--- src/rtl/pc_seq_pkg.sv ---
// pc_seq_pkg: shared definitions for the program-counter sequencer.
//   depth_w()  - width of a counter able to hold 0..DEPTH (stack occupancy)
//   action_e   - the single action pc_seq resolves from its commands each cycle
package pc_seq_pkg;

    function automatic int depth_w(input int depth);
        return $clog2(depth + 1);
    endfunction

    typedef enum logic [2:0] {
        ACT_CLR,
        ACT_HOLD,
        ACT_RET,
        ACT_CALL,
        ACT_LD,
        ACT_REL,
        ACT_INC
    } action_e;

endpackage

--- src/rtl/pc_seq_ret_stack.sv ---
// ret_stack: LIFO of return addresses for pc_seq.
// Ports:
//   clk, rst_n  - clock, async active-low reset (clears the pointer only)
//   clr         - synchronous clear of the pointer
//   push, pop   - push push_data / drop top entry (ignored when full / empty)
//   push_data   - return address to store
//   top         - current top entry (meaningless while empty)
//   depth       - number of valid entries
//   full, empty - occupancy status
module ret_stack
    import pc_seq_pkg::*;
#(
    parameter int AW    = 6,
    parameter int DEPTH = 4
) (
    input  logic                         clk,
    input  logic                         rst_n,
    input  logic                         clr,
    input  logic                         push,
    input  logic                         pop,
    input  logic [AW-1:0]                push_data,
    output logic [AW-1:0]                top,
    output logic [depth_w(DEPTH)-1:0]    depth,
    output logic                         full,
    output logic                         empty
);
    localparam int DW = depth_w(DEPTH);
    localparam int IW = (DEPTH > 1) ? $clog2(DEPTH) : 1;

    logic [DW-1:0] ptr_reg;
    logic [AW-1:0] mem [DEPTH];
    logic [IW-1:0] wr_idx;
    logic [IW-1:0] rd_idx;
    logic          do_push;
    logic          do_pop;

    assign full    = (ptr_reg == DW'(DEPTH));
    assign empty   = (ptr_reg == '0);
    assign do_push = push && !full && !clr;
    assign do_pop  = pop && !empty && !clr;
    assign wr_idx  = ptr_reg[IW-1:0];
    assign rd_idx  = IW'(ptr_reg - DW'(1));
    assign top     = mem[rd_idx];
    assign depth   = ptr_reg;

    always_ff @(posedge clk or negedge rst_n) begin
        if (!rst_n) begin
            ptr_reg <= '0;
        end else if (clr) begin
            ptr_reg <= '0;
        end else if (do_push) begin
            ptr_reg <= ptr_reg + DW'(1);
        end else if (do_pop) begin
            ptr_reg <= ptr_reg - DW'(1);
        end
    end

    // Storage has no reset: entries above the pointer are never read.
    always_ff @(posedge clk) begin
        if (do_push) begin
            mem[wr_idx] <= push_data;
        end
    end

endmodule

--- src/rtl/pc_seq.sv ---
// pc_seq: parametrised program-counter sequencer with call/return stack.
// Build option: define PC_BRANCH_REL_EN to enable PC-relative branching
// (rel_br / br_offset); otherwise those ports are ignored.
// Ports:
//   clk, rst_n            - clock, async active-low reset
//   clr_pc                - synchronous clear (same state as reset)
//   stall                 - hold all state
//   ret, call, ld_pc,
//   rel_br, inc_pc        - sequencing commands, in priority order
//   jump_addr             - target for ld_pc and call
//   br_offset             - two's-complement branch offset
//   pc_out                - registered program counter
//   stk_depth             - valid return-stack entries
//   stk_ovf, stk_unf      - sticky overflow / underflow flags
module pc_seq
    import pc_seq_pkg::*;
#(
    parameter int          AW        = 6,
    parameter int          DEPTH     = 4,
    parameter logic [AW-1:0] RESET_VEC = '0
) (
    input  logic                      clk,
    input  logic                      rst_n,
    input  logic                      clr_pc,
    input  logic                      stall,
    input  logic                      inc_pc,
    input  logic                      ld_pc,
    input  logic [AW-1:0]             jump_addr,
    input  logic                      call,
    input  logic                      ret,
    input  logic                      rel_br,
    input  logic [AW-1:0]             br_offset,
    output logic [AW-1:0]             pc_out,
    output logic [depth_w(DEPTH)-1:0] stk_depth,
    output logic                      stk_ovf,
    output logic                      stk_unf
);
    action_e       act;
    logic [AW-1:0] pc_reg;
    logic [AW-1:0] pc_plus1;
    logic          ovf_reg;
    logic          unf_reg;
    logic [AW-1:0] stk_top;
    logic          stk_full;
    logic          stk_empty;
    logic          push;
    logic          pop;

    // One action per cycle; lower-priority commands are dropped entirely.
    always_comb begin
        act = ACT_HOLD;
        if (clr_pc)       act = ACT_CLR;
        else if (stall)   act = ACT_HOLD;
        else if (ret)     act = ACT_RET;
        else if (call)    act = ACT_CALL;
        else if (ld_pc)   act = ACT_LD;
`ifdef PC_BRANCH_REL_EN
        else if (rel_br)  act = ACT_REL;
`endif
        else if (inc_pc)  act = ACT_INC;
    end

`ifndef PC_BRANCH_REL_EN
    logic unused_rel;
    assign unused_rel = ^{rel_br, br_offset};
`endif

    assign pc_plus1 = pc_reg + AW'(1);
    assign push     = (act == ACT_CALL) && !stk_full;
    assign pop      = (act == ACT_RET) && !stk_empty;

    ret_stack #(
        .AW    (AW),
        .DEPTH (DEPTH)
    ) u_stack (
        .clk       (clk),
        .rst_n     (rst_n),
        .clr       (act == ACT_CLR),
        .push      (push),
        .pop       (pop),
        .push_data (pc_plus1),
        .top       (stk_top),
        .depth     (stk_depth),
        .full      (stk_full),
        .empty     (stk_empty)
    );

    always_ff @(posedge clk or negedge rst_n) begin
        if (!rst_n) begin
            pc_reg  <= RESET_VEC;
            ovf_reg <= 1'b0;
            unf_reg <= 1'b0;
        end else begin
            case (act)
                ACT_CLR: begin
                    pc_reg  <= RESET_VEC;
                    ovf_reg <= 1'b0;
                    unf_reg <= 1'b0;
                end
                ACT_RET: begin
                    if (stk_empty) unf_reg <= 1'b1;
                    else           pc_reg  <= stk_top;
                end
                ACT_CALL: begin
                    if (stk_full) ovf_reg <= 1'b1;
                    else          pc_reg  <= jump_addr;
                end
                ACT_LD:  pc_reg <= jump_addr;
`ifdef PC_BRANCH_REL_EN
                // Modulo-2^AW add is the same as a sign-extended offset add.
                ACT_REL: pc_reg <= pc_reg + br_offset;
`endif
                ACT_INC: pc_reg <= pc_plus1;
                default: ;
            endcase
        end
    end

    assign pc_out  = pc_reg;
    assign stk_ovf = ovf_reg;
    assign stk_unf = unf_reg;

endmodule

--- config.mk ---
export PLATFORM = sky130hd
export DESIGN_NAME = pc_seq
export DESIGN_NICKNAME = d
export VERILOG_FILES = /design/src/rtl/pc_seq_pkg.sv /design/src/rtl/pc_seq_ret_stack.sv /design/src/rtl/pc_seq.sv
export SDC_FILE = /design/constraint.sdc
export NUM_CORES = 1
export LEC_CHECK = 0
export CORE_UTILIZATION = 51
export CTS_CLUSTER_SIZE = 30
export DETAILED_ROUTE_END_ITERATION = 8
export GPL_TIMING_DRIVEN = 0
export PLACE_DENSITY = 0.78
export SLEW_MARGIN = 15
export SYNTH_ARGS = -nofsm -noshare
export SYNTH_HDL_FRONTEND = slang
export SYNTH_SLANG_ARGS = --single-unit
--- constraint.sdc ---
create_clock -name clk -period 2.45 [get_ports clk]
set_input_delay 0.6125 -clock clk [delete_from_list [all_inputs] [get_ports clk]]
set_output_delay 0.6125 -clock clk [all_outputs]
set_load 0.005 [all_outputs]
# After elaboration in Yosys (flattened, before gate mapping)

Memory sizes are Yosys's and may differ from the RTL's.
Index checks and enable logic that the tools add are counted.

Equal/unequal tests: 9
Add/sub/neg operators: 3
Muxes and demuxes: 18
Reduce and logical (&&, ||, !) cells: 18

Operators with widths:

| operator                                                               | count |
|---|---|
| 6-bit case mux with 5 select lines                                     | 1 |
| 3-bit 2-to-1 mux                                                       | 9 |
| 6-bit 2-to-1 mux                                                       | 2 |
| 3-bit equality test (second input constant)                            | 3 |
| 6-bit by 1-bit adder with 6-bit output (second input constant)         | 1 |
| 3-bit by 2-bit equality test with 1-bit output (second input constant) | 2 |
| 1-bit logical AND                                                      | 6 |
| 3-bit logical NOT                                                      | 2 |
| 5-bit nonzero test                                                     | 1 |
| 1-bit 2-to-1 mux                                                       | 4 |
| 2-bit by 1-bit != test with 1-bit output (second input constant)       | 2 |
| 2-bit != test (second input constant)                                  | 2 |
| 1-bit case mux with 2 select lines                                     | 2 |
| 2-bit AND reduction                                                    | 2 |
| 2-bit nonzero test                                                     | 2 |
| 3-bit by 1-bit adder with 3-bit output (second input constant)         | 1 |
| 1-bit logical NOT                                                      | 3 |
| 3-bit AND reduction                                                    | 1 |
| 3-bit nonzero test                                                     | 1 |
| 3-bit by 1-bit subtractor with 3-bit output (second input constant)    | 1 |

Memories: 1
Output and inout bits: 11
Memory bits (writable): 24
Bits of input ports: 21
Logic and storage cells: 53
Flip-flop bits (word level): 11

Memories:

| memory      | words | width | read ports | clocked after memory_dff | wr ports | RTL line               | RTL |
|---|---|---|---|---|---|---|---|
| u_stack.mem | 4     | 6     | 1          | 0                        | 1        | pc_seq_ret_stack.sv:31 | `logic [AW-1:0] mem [DEPTH];` |

# Longest topological paths before layout

Depth in word-level cells: 13
Depth in mapped cells: 8
Mapped depth without buffers: 7

# Hierarchy

Synthesis repeated with hierarchy kept, for this count alone.

Cell total of the unflattened synthesis: 132
Area total of the unflattened synthesis: 1,809.2 um^2

By module, submodules not included:

| module    | area an instance (um^2) | cells an instance | seq. area each (um^2) | instances |
|---|---|---|---|---|
| ret_stack | 1,164.9                 | 68                | 795.8                 | 1 |
| pc_seq    | 644.4                   | 64                | 200.2                 | 1 |

# Worst setup path before layout

Ideal clock, no wire load.

Path type: reg-to-reg
From: reg u_stack.ptr_reg[0], in the netlist u_stack.depth[0]
To: reg u_stack.ptr_reg[1], in the netlist u_stack.depth[1]
Period minus slack after synthesis: 2.037 ns
Arrival time: 1.912 ns
Data required time: 2.325 ns
Buffers on the path: 1
Stages on the path, launching flop included: 8
Slack: 0.413 ns
Library setup time: 0.125 ns
Cells stage by stage: dfrtp_1 > buf_6 > inv_1 > ha_1 > ha_1 > nor3b_1 > and2_1 > mux2_2

Cells in the longest elaborated chain, start to end: 7
Elaborated cells on any way between the ends: 16
Those cells by class: add/sub: 2; eq/ne: 1; mux: 3; reduce/logical: 10

Ends and longest elaborated chain:

| what                                                                                | RTL line               | RTL |
|---|---|---|
| start: declaration                                                                  | pc_seq_ret_stack.sv:30 | `logic [DW-1:0] ptr_reg;` |
| start signal: assignment                                                            | pc_seq_ret_stack.sv:52 | `ptr_reg <= ptr_reg + DW'(1);` |
| start signal: assignment                                                            | pc_seq_ret_stack.sv:54 | `ptr_reg <= ptr_reg - DW'(1);` |
| branches (longest 7 deep; another with 3-bit by 1-bit subtractor with 3-bit output) | n/a                    |  |

Parallel ways; which one is timed is not known. The select of a mux whose other input is x is not followed.
A chain may end at the register's enable or synchronous reset.

# Worst setup path after layout

From: reg u_stack.ptr_reg[0], in the netlist u_stack.depth[0]
To: mem u_stack.mem[1][1], enable pin

Cells in the longest elaborated chain, start to end: 7

Ends and longest elaborated chain:

| what                                   | RTL line                             | RTL |
|---|---|---|
| 3-bit equality test                    | pc_seq_ret_stack.sv:37               | `assign full = (ptr_reg == DW'(DEPTH));` |
| 1-bit logical NOT                      | pc_seq_ret_stack.sv:39, pc_seq.sv:69 |  |
| 1-bit logical AND                      | pc_seq.sv:69                         | `assign push = (act == ACT_CALL) && !stk_full;` |
| 1-bit logical AND (2 in series)        | pc_seq_ret_stack.sv:39               | `assign do_push = push && !full && !clr;` |
| 1-bit 2-to-1 mux                       | pc_seq_ret_stack.sv:60               | `if (do_push) begin` |
| 1-bit 2-to-1 mux (implied by the code) | pc_seq_ret_stack.sv:61               | `mem[wr_idx] <= push_data;` |
| end: declaration                       | pc_seq_ret_stack.sv:31               |  |

Several ways; a longest one is shown, not always the timed one.

==> metrics <==
GR Util met3 3.84%; Worst-Margin Slew 553 ps; Psw 0.000428 W; maximum buffer depth of the clock tree 2; Max Freq 445 MHz; clk_lat worst skew 330 ps; final setup violation count 0; RSZ-0062 raised after global routing false; cell depth of the worst min-delay path 2; met2 GRT Util 36.1%; Rel. slew slack 62.8%; post-synth cell types 40; Port Buf Inserts 23; Mapped Cells 122; ys async rst share 31.4%; clk slew on worst S/H paths 100 ps; crit path DAT 2250 ps; I/O pin count 32; main flop type after synthesis edfxtp_1; syn_area_per_cell 14.3 um^2; number of max-cap violations 0; Initial Utilization 55.4%; drt drc 0; worst r2r dst u_stack.mem[1][1]; sequential share of the synthesized area 57.0%; EDFF count, synth 24; Post-DP HPWL 2580 um; Logic pwr share 29.6%; 1st-pass router iterations 4; first-pass GRT wire length 5600 um; vias in the first global route 1209; Layout area overhead 21.1%; P per Cell Area 732 nW/um^2; CTS tree built; Root Buffer clkbuf_4; area of the die 3660 um^2; Hold Crit Class reg -> reg; synthesized net count 150; R2R Setup Slk 200 ps; final WL 3570 um; Hold WS 513 ps; CTS sink count 35; drt wl/cell 18.1 um; initial antenna violation count 0; R2R cell count 6; GRT overflow 0; largest net degree at the start of global routing 12; min-delay src stk_ovf; clk_skew 7.29 ps; synthesized area 1750 um^2; Sw Ratio 27.7%; Tot GR Track Use 22.5%; RR Startpoint u_stack.depth[0]; Detailed Route Iter0 Violations 51; Crit Path Max Fanout 9; most frequent cells in the layout edfxtp_1 (24), clkdlybuf4s50_1 (23), dfrtp_1 (11); routed vias/inst 5.89; synthesized flop and latch total 35; H-tree depth 2; CP Capture Type flop; fin crit period 2250 ps; Placer Congestion 0.807; Fin Setup TNS 0 ps; status complete, no violations; Reg power frac 44.9%; final slew viol count 0; die height 60.5 um; via count 1161; kind of critical path reg -> reg; Core Region 3150 um^2; commonest non-fill, non-tap cell in the layout edfxtp_1; post-route ant nets 0; Clock power frac 25.5%; period utilization 91.7%; Die X 60.5 um; cts bufs inserted 5; Worst Hold Path EP stk_ovf; met1 usage 29.1%; Max VDD drop 0.441 mV; Startpoint Class flop; fin nets 180; Yosys warning count 0; busiest grt layer met2; Internal 0.00112 W; P_leak 0.777 nW; layout cells sized above 1 17.6%; Fin. Hold Viols 0; Req. time, crit path 2460 ps; Rows 20; Inserted Diodes 0
[area by class of cell]
| class | count | area (um^2) |
|---|---|---|
| clock buffers | 5 | 37.5 |
| repair buffers | 23 | 230 |
| multi-input cells | 73 | 684 |
| plain buffers | 4 | 35.0 |
| flip-flops and latches | 35 | 996 |
| inverters | 10 | 37.5 |
| well taps | 44 | 55.1 |
| fillers | 241 | 1040 |
| clock inverters | 3 | 38.8 |
[cell families (layout without fill, tap and decap cells)]
family,count (synthesis),after routing,synth area share (%)
xor gates and xnor gates,4,4,2.01
buffers and inverters,14,45,4.15
and+or+nand+nor,32,32,11.7
AOI/OAI and AO/OA,23,23,11.1
adders and majority gates,7,7,5.01
muxes,7,7,9.03
DFF,35,35,57.0
[how the worst max path moves through the flow]
stage,start,end,cells past startpoint
6_report,u_stack.depth[0],u_stack.mem[1][1],6
5_1_grt,u_stack.depth[0],u_stack.mem[0][4],6
4_1_cts,u_stack.depth[0],u_stack.mem[1][1],6
3_5_place_dp,ret,u_stack.mem[3][3],3
3_3_place_gp,ret,u_stack.mem[3][3],3
2_1_floorplan,u_stack.depth[0],u_stack.depth[1],7
[cell usage after synthesis, types with 2 or more instances]
master	count	area (um^2)
o21ai_0	2	10.0
a21oi_1	3	15.0
nor2_1	2	7.51
a221oi_2	3	45.0
edfxtp_1	24	721
nor3b_1	2	15.0
xnor2_1	3	26.3
a222oi_1	3	30.0
mux4_2	3	67.6
or3_1	2	12.5
ha_1	7	87.6
o21ai_1	4	20.0
inv_1	10	37.5
nand3_1	2	10.0
mux4_1	3	78.8
and3_1	6	37.5
dfrtp_1	11	275
nand2_1	8	30.0
nor3_1	2	10.0
buf_6	2	22.5
[layer usage]
layer	vias up	share of wire, %
li1	533	-
met1	583	45
met2	38	48
met3	7	5.4
met4	0	1.7
met5	-	0
[repair_timing]
| action | in CTS | in global routing |
|---|---|---|
| hold buffers | 0 | 0 |
| setup endpoints to repair | 6 | 26 |
| resized for setup | 1 | 1 |
| setup buffers | 0 | 0 |
[per-stage QoR]
stage	power (W)	setup slack [ps]	utilization (%)	cells	cell area, um^2
floorplan	0.00101	413	-	122	1750
global placement	0.00115	-176	64.4	189	2030
detailed placement	0.00117	-222	64.4	189	2030
CTS	0.00156	8.28	66.9	197	2110
global route	0.00161	59.9	67.1	197	2110
finish	0.00155	202	67.1	197	2110
[flip-flops by register name, indices dropped and copies added, names as in the netlist]
signal / flops
stk_ovf: 1
u_stack.mem: 24
stk_unf: 1
u_stack.depth: 3
pc_out: 6
[power groups by stage]
stage	sequential [W]	clock (W)	combinational [W]
finish	0.000696	0.000395	0.000457
global route	0.000700	0.000423	0.000492
CTS	0.000696	0.000403	0.000460
global placement	0.000705	0	0.000441
detailed placement	0.000707	0	0.000460
floorplan	0.000704	0	0.000307
[critical path, stage by stage, from the launching register on]
cell	delay [ps]
dfrtp_1	440
buf_6	190
inv_1	70
ha_1	240
ha_1	230
nor3b_2	330
and3_1	420
No activity file was read; power rests on OpenSTA's default activity.
==> edit 1: new RTL, config.mk and constraints unchanged <==
`DEPTH` is set to 4 in 2 places; all go to 8.
--- a/src/rtl/pc_seq_ret_stack.sv
+++ b/src/rtl/pc_seq_ret_stack.sv
@@ -13,3 +13,3 @@
     parameter int AW    = 6,
-    parameter int DEPTH = 4
+    parameter int DEPTH = 8
 ) (
--- a/src/rtl/pc_seq.sv
+++ b/src/rtl/pc_seq.sv
@@ -18,3 +18,3 @@
     parameter int          AW        = 6,
-    parameter int          DEPTH     = 4,
+    parameter int          DEPTH     = 8,
     parameter logic [AW-1:0] RESET_VEC = '0
Interface: changed (resized stk_depth); port bits go from 32 to 33. No check against the original RTL was run, so the function may have changed too.
==> edit 1 against the unedited design <==
Sequential cell count rose by 25; routed wire length increased by 75%; maximum frequency fell by 8.0%; cell area up 65%; worst setup slack worse by 190 ps; largest power group unchanged; total power up 62%; sequential power rose by 67%; non-clock buffer count is 12 higher; area after synthesis increased by 59%.
==> edit 1: results (changes against the unedited design) <==
* Slowest cell on crit path: clkdlybuf4s50_1 (was dfrtp_1)
* Sequential area share after synthesis at 62.76% (was 57.02%)
* Kind of cell adding the most delay to the critical path: simple AND/OR/NAND/NOR gates (unchanged)
* CP Max Fanout at 6 (was 9)
* Port Buffers at 24 (was 23)
* DP Area at 3103 um^2 (was 2032 um^2)
* Post-Synthesis Cells at 178 (was 122)
* Inserted Diodes at 0 (unchanged)
* Synth async-reset ratio at 20.00% (was 31.43%)
* Distinct cells, synth at 47 (was 40)
* Synth Net Count at 202 (was 150)
* Most frequent cells after synthesis: edfxtp_1 (48), dfrtp_1 (12), nand3_1 (11) (was edfxtp_1 (24), dfrtp_1 (11), inv_1 (10))
* Post-synth EDFFs at 48 (was 24)
* Tot GR Track Use at 23.53% (was 22.51%)
* Top post-synthesis cells by area: edfxtp_1 (52%), dfrtp_1 (11%), mux4_1 (7.6%) (was edfxtp_1 (41%), dfrtp_1 (16%), ha_1 (5.0%))
* DP HPWL at 3.807 mm (was 2.575 mm)
* Pre-CTS setup slack at -991.3 ps (was -222.3 ps)
* Final nets at 247 (was 180)
* Num CTS Buffers at 9 (was 5)
* Clock slew at reported path FFs at 80 ps (was 100 ps)
* Largest register FFs at 48 (was 24)
* Vias post-DR at 1833 (was 1161)
* Leak at 1.247 nW (was 0.7771 nW)
* Final wirelength at 6.253 mm (was 3.566 mm)
* Largest net degree at the start of global routing at 13 (was 12)
* Share of cells above drive strength 1 at 26.75% (was 17.65%)
* Max incr delay on CP at 530 ps (was 440 ps)
* First-pass GRT wire length at 9.114 mm (was 5.595 mm)
* Finished Layout Cells at 298 (was 197)
* Iter 0 DRT Violations at 172 (was 51)
* Routability cong. at 0.8308 (was 0.8070)
* Placed Cells at 272 (was 189)
* Slew HR at 48.53% (was 62.84%)
* Htree depth at 3 (was 2)
* Switching share of power at 28.65% (was 27.65%)
* Vias in the first global route at 1690 (was 1209)
* DR pass1 iterations at 4 (unchanged)
* CTS root buf: clkbuf_8 (was clkbuf_4)
* Hold Crit Class: flip-flop to flip-flop (unchanged)
* Maximum vdd drop at 0.6359 mV (was 0.4413 mV)
* Status: finished, final reports clean (unchanged)
* Critical path launch point: call (was u_stack.depth[0]$_DFFE_PN0P_)
* Critical path data arrival time at 2500 ps (was 2250 ps)
* Setup Skew at 9.786 ps (was 7.289 ps)
edit 1: changes by cell type after synthesis, sizes merged, moves of 5 or more:
cell	delta
nor3	+7
nand3	+9
edfxtp	+24
mux4	+6
a22o	+5
and3	-5
edit 1: path summary, 6_finish.rpt:
path	slack [ps]	cells after the start	end
max in group asynchronous	1430	1	u_stack.depth[1]$_DFFE_PN0P_
min	500	1	stk_ovf$_DFFE_PN0P_
min in group asynchronous	620	1	stk_unf$_DFFE_PN0P_
min reg2reg	500	1	stk_ovf$_DFFE_PN0P_
max	8	5	u_stack.mem[3][3]$_DFFE_PP_
max reg2reg	70	8	u_stack.mem[3][3]$_DFFE_PP_
edit 1: power groups by stage:
stage / registers [mW] / clock network [mW] / logic (mW)
floorplan: 1.17 / 0 / 0.307
global placement: 1.17 / 0 / 0.427
CTS: 1.16 / 0.794 / 0.493
finish: 1.16 / 0.785 / 0.559
detailed placement: 1.17 / 0 / 0.434
global route: 1.17 / 0.845 / 0.597
edit 1: final cells by class:
class	instances	area (um^2)
fillers	331	1679
multi-input cells	107	1084
plain buffers	5	31.28
well taps	70	87.58
repair buffers	34	339.1
flip-flops and latches	60	1743
clock buffers	9	123.9
clock inverters	7	51.30
inverters	6	33.78
edit 1: kinds of logic (layout without fill, tap and decap cells):
family | after synthesis | in the layout | synth area share, %
AOI/OAI and AO/OA | 30 | 30 | 8.162
and+or+nand+nor | 50 | 50 | 10.60
DFF | 60 | 60 | 62.76
buffers and inverters | 12 | 61 | 1.894
adders and majority gates | 3 | 3 | 1.353
muxes | 16 | 16 | 12.35
xor gates and xnor gates | 7 | 8 | 2.886
edit 1: worst reg2reg max path, cell delays in order (launching register included):
cell,delay (ps)
dfrtp_1,400
buf_6,220
inv_8,90
ha_4,210
buf_4,160
and2_1,160
or3_4,450
nor3_4,250
buf_12,150
edit 1: routing by layer:
layer | share of wire, % | routed length [um] | track usage [%] | up-vias
li1 | - | - | - | 811
met1 | 42 | 2644 | 31.93 | 923
met2 | 49 | 3092 | 35.59 | 86
met3 | 6.1 | 379 | 4.894 | 13
met4 | 2.2 | 137 | 13.17 | 0
met5 | 0 | 0 | 0 | -
edit 1: timing repair:
action,in CTS,in global routing
gates cloned,1,0
pin swaps,4,1
gates resized for setup,24,7
endpoints found under the setup margin,52,46
setup buffers,8,2
==> edit 2: new RTL, config.mk and constraints unchanged <==
Made on the original files. Reset style: synchronous (`rst_n`), changed in 2 clocked blocks. Comments in the files are not updated.
--- a/src/rtl/pc_seq_ret_stack.sv
+++ b/src/rtl/pc_seq_ret_stack.sv
@@ -45,3 +45,3 @@
 
-    always_ff @(posedge clk or negedge rst_n) begin
+    always_ff @(posedge clk) begin
         if (!rst_n) begin
--- a/src/rtl/pc_seq.sv
+++ b/src/rtl/pc_seq.sv
@@ -87,3 +87,3 @@
 
-    always_ff @(posedge clk or negedge rst_n) begin
+    always_ff @(posedge clk) begin
         if (!rst_n) begin
Formal check against the unedited RTL: differs if rst_n is asserted again (counterexample within 4 cycles, from zero or initial values and one cycle with rst_n low); with rst_n held inactive, the same outputs for 10 cycles.
==> edit 2 against the unedited design <==
Area after synthesis is 2.1% higher; maximum frequency is 2.5% lower; worst setup slack worse by 58 ps; routed wire length is 5.6% higher; cell area is 3.3% higher; sequential cell count stayed put; sequential share of layout area is 4.0 points lower; critical path type unchanged; critical endpoint is now pc_out[5]$_SDFFE_PN0P_.
Power is not compared: it rests on default switching activity, and its combinational part moved more than twofold at a synthesized area within 25%.
==> edit 2: results (changes against the unedited design) <==
* ClkCell Share at 4.814% (was 3.609%)
* Final wirelength at 3.765 mm (was 3.566 mm)
* Post-Synth XOR/XNOR Area at 2.454% (was 2.006%)
* CP Max Fanout at 8 (was 9)
* Compound-Gate Fraction of Synth Area at 11.99% (was 11.10%)
* Reg2Reg Capture Point: pc_out[5]$_SDFFE_PN0P_ (was u_stack.mem[1][1]$_DFFE_PP_)
* RR Startpoint: u_stack.depth[0]$_SDFFE_PP0P_ (was u_stack.depth[0]$_DFFE_PN0P_)
* Cts repair resizes at 0 (was 1)
* Reg2reg setup slack at 140 ps (was 200 ps)
* Met2 wire length at 1.884 mm (was 1.704 mm)
* Met1 WL at 1.653 mm (was 1.608 mm)
* Slowest cell on crit path: dfxtp_1 (was dfrtp_1)
* Sequential cell count at 35 (unchanged)
* Status: finished, final reports clean (unchanged)
* #MultiIn Comb at 93 (was 73)
* Vias in the first global route at 1184 (was 1209)
* Distinct cells, synth at 47 (was 40)
* Tot GR Track Use at 21.66% (was 22.51%)
* Sequential cell area at 940.9 um^2 (was 996.0 um^2)
* Post-synthesis mux area share at 8.135% (was 9.026%)
* Vias post-DR at 1259 (was 1161)
* First-pass GRT wire length at 5.499 mm (was 5.595 mm)
* Iter 0 DRT Violations at 120 (was 51)
* Non-clk bufs at 28 (was 27)
* Hold path start: stk_ovf$_SDFFE_PN0P_ (was stk_ovf$_DFFE_PN0P_)
* Inverters at 6 (was 10)
* Slew HR at 68.77% (was 62.84%)
* Clock latency on the worst-skew pair at 350 ps (was 330 ps)
* Post-Synth Adder-Cell Area at 4.909% (was 5.014%)
* Min Hold Slack at 503.9 ps (was 512.7 ps)
* Most frequent cells after synthesis: edfxtp_1 (24), dfxtp_1 (11), nand3_1 (8) (was edfxtp_1 (24), dfrtp_1 (11), inv_1 (10))
* Sequential area share after synthesis at 52.73% (was 57.02%)
## edit 2: stage by stage
step                      cells  utilization (%)  setup slack, ps  cell area, um^2  total power [mW]
final                       216            65.43            144.1             2183             1.251
after global routing        216            65.43            38.03             2183             1.300
after global placement      208            62.09           -105.0             2072            0.7354
after detailed placement    208            62.09           -169.7             2072            0.7388
after floorplan             139                -            322.2             1784            0.6962
after CTS                   216            65.24            125.0             2177             1.262
## edit 2: layer usage
metal / vias up / track usage (%)
met5: - / 0
met4: 0 / 10.39
met3: 6 / 5.672
met2: 43 / 36.02
met1: 620 / 26.32
li1: 590 / -
## edit 2: critical path, delay by kind of cell, from the launching register on
kind | cells | cell delay, ps
compound gates | 4 | 1020
fa+ha+maj | 2 | 510
flops | 1 | 420
buf+inv | 2 | 270
## edit 2: where the power goes
part | total, mW | leakage [nW] | switching (mW) | internal [mW]
logic | 0.0941 | 0.350 | 0.0469 | 0.0472
registers | 0.633 | 0.306 | 0.00325 | 0.630
clock network | 0.524 | 0.0514 | 0.207 | 0.317
